[src/rtl/mem_io_bridge.sv]
// rtl/mem_io_bridge.sv - CPU data-side bridge: data memory / LED / switch / timer decode.
// Optional countdown timer with interrupt is built only when BRIDGE_TIMER_EN is defined.
module mem_io_bridge #(
  parameter int DM_AW = 10,
  parameter int TMR_W = 32
) (
  input  logic             clk,
  input  logic             rst,
  input  logic [31:0]      addr,
  input  logic [31:0]      wdata,
  input  logic             we,
  output logic [31:0]      rdata,
  output logic [DM_AW-1:0] dm_addr,
  output logic [31:0]      dm_wdata,
  output logic             dm_we,
  input  logic [31:0]      dm_rdata,
  input  logic [15:0]      sw_i,
  output logic [15:0]      led_o,
  output logic             irq
);

  logic        io_sel;
  logic        io_we;
  logic [5:0]  io_word;
  logic [15:0] sw_meta;
  logic [15:0] sw_sync;
  logic [31:0] io_rdata;
  logic [31:0] tmr_rdata;
  logic        unused_addr;

  assign io_sel      = (addr[31:8] == 24'h00007F);
  assign io_word     = addr[7:2];
  assign io_we       = we & io_sel;
  assign dm_we       = we & ~io_sel;
  assign dm_addr     = addr[DM_AW+1:2];
  assign dm_wdata    = wdata;
  assign unused_addr = ^addr[1:0];

  always_ff @(posedge clk or negedge rst) begin
    if (!rst) begin
      led_o   <= '0;
      sw_meta <= '0;
      sw_sync <= '0;
    end else begin
      sw_meta <= sw_i;
      sw_sync <= sw_meta;
      if (io_we && io_word == 6'h00) led_o <= wdata[15:0];
    end
  end

  always_comb begin
    io_rdata = tmr_rdata;
    case (io_word)
      6'h00:   io_rdata = {16'h0000, led_o};
      6'h01:   io_rdata = {16'h0000, sw_sync};
      default: io_rdata = tmr_rdata;
    endcase
  end

  assign rdata = io_sel ? io_rdata : dm_rdata;

`ifdef BRIDGE_TIMER_EN
  typedef enum logic [1:0] {ST_IDLE, ST_LOAD, ST_COUNT, ST_EXPIRE} tmr_state_t;

  tmr_state_t       state, state_nxt;
  logic             en, en_nxt, reload, reload_nxt, ie, ie_nxt, done, done_nxt;
  logic [TMR_W-1:0] preset, count, count_nxt;
  logic [31:0]      preset_ext, count_ext;
  logic             ctrl_wr, preset_wr;

  assign ctrl_wr   = io_we && io_word == 6'h04;
  assign preset_wr = io_we && io_word == 6'h05;

  always_ff @(posedge clk or negedge rst) begin
    if (!rst) begin
      state  <= ST_IDLE;
      en     <= 1'b0;
      reload <= 1'b0;
      ie     <= 1'b0;
      done   <= 1'b0;
      preset <= '0;
      count  <= '0;
      irq    <= 1'b0;
    end else begin
      state  <= state_nxt;
      en     <= en_nxt;
      reload <= reload_nxt;
      ie     <= ie_nxt;
      done   <= done_nxt;
      count  <= count_nxt;
      irq    <= done_nxt & ie_nxt;
      if (preset_wr) preset <= wdata[TMR_W-1:0];
    end
  end

  always_comb begin
    state_nxt  = state;
    en_nxt     = en;
    reload_nxt = reload;
    ie_nxt     = ie;
    done_nxt   = done;
    count_nxt  = count;
    case (state)
      ST_IDLE: ;
      ST_LOAD: begin
        count_nxt = preset;
        state_nxt = ST_COUNT;
      end
      ST_COUNT: begin
        if (count != '0) count_nxt = count - TMR_W'(1);
        else             state_nxt = ST_EXPIRE;
      end
      ST_EXPIRE: begin
        done_nxt = 1'b1;
        if (reload) begin
          state_nxt = ST_LOAD;
        end else begin
          en_nxt    = 1'b0;
          state_nxt = ST_IDLE;
        end
      end
      default: state_nxt = ST_IDLE;
    endcase
    // A CTRL write overrides whatever the timer was doing this cycle, including expiry.
    if (ctrl_wr) begin
      en_nxt     = wdata[0];
      reload_nxt = wdata[1];
      ie_nxt     = wdata[3];
      done_nxt   = 1'b0;
      count_nxt  = count;
      state_nxt  = wdata[0] ? ST_LOAD : ST_IDLE;
    end
  end

  always_comb begin
    preset_ext = '0;
    count_ext  = '0;
    preset_ext[TMR_W-1:0] = preset;
    count_ext[TMR_W-1:0]  = count;
    case (io_word)
      6'h04:   tmr_rdata = {27'd0, done, ie, 1'b0, reload, en};
      6'h05:   tmr_rdata = preset_ext;
      6'h06:   tmr_rdata = count_ext;
      default: tmr_rdata = '0;
    endcase
  end
`else
  logic [TMR_W-1:0] unused_tmr;

  assign unused_tmr = '0;
  assign tmr_rdata  = '0;
  assign irq        = 1'b0;
`endif

endmodule
[config.mk]
export PLATFORM = sky130hd
export DESIGN_NAME = mem_io_bridge
export DESIGN_NICKNAME = d
export VERILOG_FILES = /design/src/rtl/mem_io_bridge.sv
export SDC_FILE = /design/constraint.sdc
export NUM_CORES = 1
export LEC_CHECK = 0
export BUFFER_PORTS_ARGS = -buffer_cell sky130_fd_sc_hd__buf_2
export CAP_MARGIN = 5
export CORE_MARGIN = 2
export CORE_UTILIZATION = 30
export DETAILED_ROUTE_END_ITERATION = 6
export HOLD_SLACK_MARGIN = 0.02
export PLACE_DENSITY = 0.73
export SYNTH_ARGS = -nofsm -noshare
export SYNTH_HDL_FRONTEND = slang
export SYNTH_SLANG_ARGS = --single-unit
[constraint.sdc]
create_clock -name clk -period 5 [get_ports clk]
set_input_delay 0.75 -clock clk [delete_from_list [all_inputs] [get_ports clk]]
set_output_delay 0.75 -clock clk [all_outputs]
set_load 0.05 [all_outputs]
==> results.toml <==
[run_status]
status = "finished clean"

[die]
start_util = 0.3076
rows = 32
dieArea_sq_um = 8609
ios = 207
core_sq_um = 7687
die_w_um = 92.79
die_h_um = 92.79

[critical_path]
crit_arrival_ns = 2.90
endpoint_kind = "output port"
critical_path_class = "primary input to output port"
crit_required_ns = 4.25
worstSetupStartpointType = "primary input"
worst-path-max-fanout = 34
reg2reg_depth = 1

[grt]
grt_pass1_vias = 1925
antenna_found_initial = 0
grt_max_degree = 49
track_usage = 0.1420
grt_pass1_wl_um = 9522
grt.overflow.total = 0

[final_layout]
syn2layout_area_growth_pct = 29.89
diodes = 0
final_nets = 439
n_fill_cell = 788
drive_above_1_share = 0.5864

[drt]
drt_first_iter_violations = 57
routed.top_layer = "met4"
drtAntennaViolNets = 0
wl_met2_um = 3595
wl_met1_um = 2260
vias = 1951
dr.pass1.iters = 4
wl_per_cell_um = 15.31
vias_per_cell = 4.580
wl_met3_um = 614
drt_wl_total_um = 6520
route.detailed.drc = 0

[power_and_ir_drop]
p_switching_uw = 254.2
leakage_uw = 0.001666
vdd_drop_max_mv = 0.1824
power_frac_comb = 0.234
intPower_uw = 551.7
cellPowerDensity_nw_per_um2 = 262.4
swShare = 0.3154
pwr-share-seq = 0.502
clockPowerShare = 0.264

[synthesis]
synthesis.nets = 313
yosysWarnings = 0
synthTopCellsByArea = "dfrtp_1 51%, buf_4 14%, mux2i_1 6.8%"
syn_area_per_cell_sq_um = 11.94
synth_top_cell_by_area = "dfrtp_1"
synth-seq-cells = 48
syn-cell-area_sq_um = 2365
ys_types = 22
syn_inst = 198
synth-seq-area-share = 0.5079
synth_top_area_share = 0.5079

[cts]
cts_hold_buf = 0
clock_latency_ns = 0.29
h-tree-depth = 2
cts-buffers-inserted = 5
path_clk_slew_ns = 0.08
cts.path.max_buffers = 2
cts.repair.resized = 0
cts_tree = "built"
clkSinkCount = 48
cts_root_buffer = "clkbuf_8"
postCtsSetupBuffers = 0

[sta]
clock.fmax_mhz = 273.6
hold_viol = 0
maxSlewViolCount = 0
hold_ws_ns = 0.3524
skew_ns = 0.004181
worstMarginPinSlew_ns = 1.161
slew_headroom = 0.2242
tns_ns = 0
rsz0062_at_grt = "false"
fin_ws_ns = 1.345
finalCriticalPeriod_ns = 3.655
min_period_over_period = 0.7309
setup_viol = 0

[job]
drv_cap = 0

[hold_path]
hold_path.class = "flop to flop"
hold_depth = 0

[place]
globalplace.congestion = 0.7350
dpl.hpwl_um = 5167
pre_cts_ws_ns = 1.337
portBuffers = 171
[cell usage after synthesis]
cell / n
and4b_1: 2
buf_2: 1
buf_4: 43
buf_6: 1
clkbuf_1: 9
conb_1: 1
dfrtp_1: 48
mux2_1: 10
mux2_2: 6
mux2i_1: 16
nand2_1: 2
nand2b_1: 1
nand4_2: 1
nor2_1: 2
nor2b_1: 17
nor3_1: 1
nor4_1: 2
nor4_2: 1
nor4_4: 1
nor4b_2: 1
o21ai_0: 16
o41ai_1: 16
[final cells by class]
class | count | area (sq um) | area share
Clock inverter | 2 | 12.51 | 0.004073
Multi-Input combinational cell | 96 | 790.8 | 0.2574
Clock buffer | 5 | 68.82 | 0.02240
Timing Repair Buffer | 173 | 870.8 | 0.2835
Tap cell | 102 | 127.6 | 0.04155
Sequential cell | 48 | 1201 | 0.3910
[power groups by stage]
stage                     clock network [uW]  registers [uW]  logic, uW
after floorplan                            0             411        168
after global placement                     0             411        189
after detailed placement                   0             412        190
after CTS                                223             404        191
after global routing                     238             406        200
final                                    213             404        189
[cell families after synthesis]
| group | Yosys count | synth area share |
|---|---|---|
| compound gates | 32 | 0.09312 |
| buf+inv | 54 | 0.1577 |
| flops | 48 | 0.5079 |
| mux | 32 | 0.1439 |
| other cells | 1 | 0.001586 |
| simple gates | 31 | 0.09576 |
[metal layers]
layer,global-route usage,vias up
li1,-,910
met1,0.1502,919
met2,0.2838,117
met3,0.03092,5
met4,0.02941,0
met5,0,-
[worst max-delay path, cell delays in order]
cell and delay [ns]:
buf_2 0.10, nor4_2 0.28, nand4_2 0.76, o41ai_1 0.67, buf_2 0.34
[placed cells by master, fill, tap and decap left out]
cell,n
and4b_1,2
buf_2,171
buf_4,2
clkbuf_8,5
clkinv_2,1
clkinvlp_4,1
conb_1,1
dfrtp_1,48
mux2_1,10
mux2_2,6
mux2i_1,16
nand2_1,2
nand2b_1,1
nand4_2,1
nor2_1,2
nor2b_1,17
nor3_1,1
nor4_1,2
nor4_2,1
nor4_4,1
nor4b_2,1
o21ai_0,16
o41ai_1,16
[per-stage QoR]
step / instances / power (uW) / instance area, sq um / utilization
after detailed placement: 419 / 602.7 / 2990 / 0.3890
final: 426 / 805.9 / 3072 / 0.3996
after global routing: 426 / 844.1 / 3072 / 0.3996
after floorplan: 198 / 578.7 / 2365 / -
after global placement: 419 / 600.5 / 2990 / 0.3890
after CTS: 426 / 818.3 / 3072 / 0.3996
[final timing paths]
kind	end	slack (ns)	from
max	rdata[13]	1.35	addr[24]
min	sw_sync[7]$_DFF_PN0_	0.35	sw_meta[7]$_DFF_PN0_
max reg2reg	led_o[14]$_DFFE_PN0P_	4.20	led_o[14]$_DFFE_PN0P_
min reg2reg	sw_sync[7]$_DFF_PN0_	0.35	sw_meta[7]$_DFF_PN0_
max in group asynchronous	sw_meta[1]$_DFF_PN0_	3.75	rst
min in group asynchronous	led_o[9]$_DFFE_PN0P_	0.63	rst
[registers in the layout, indices dropped and copies added (netlist names)]
signal   cells
led_o       16
sw_sync     16
sw_meta     16
(Power assumes the default switching activity.)
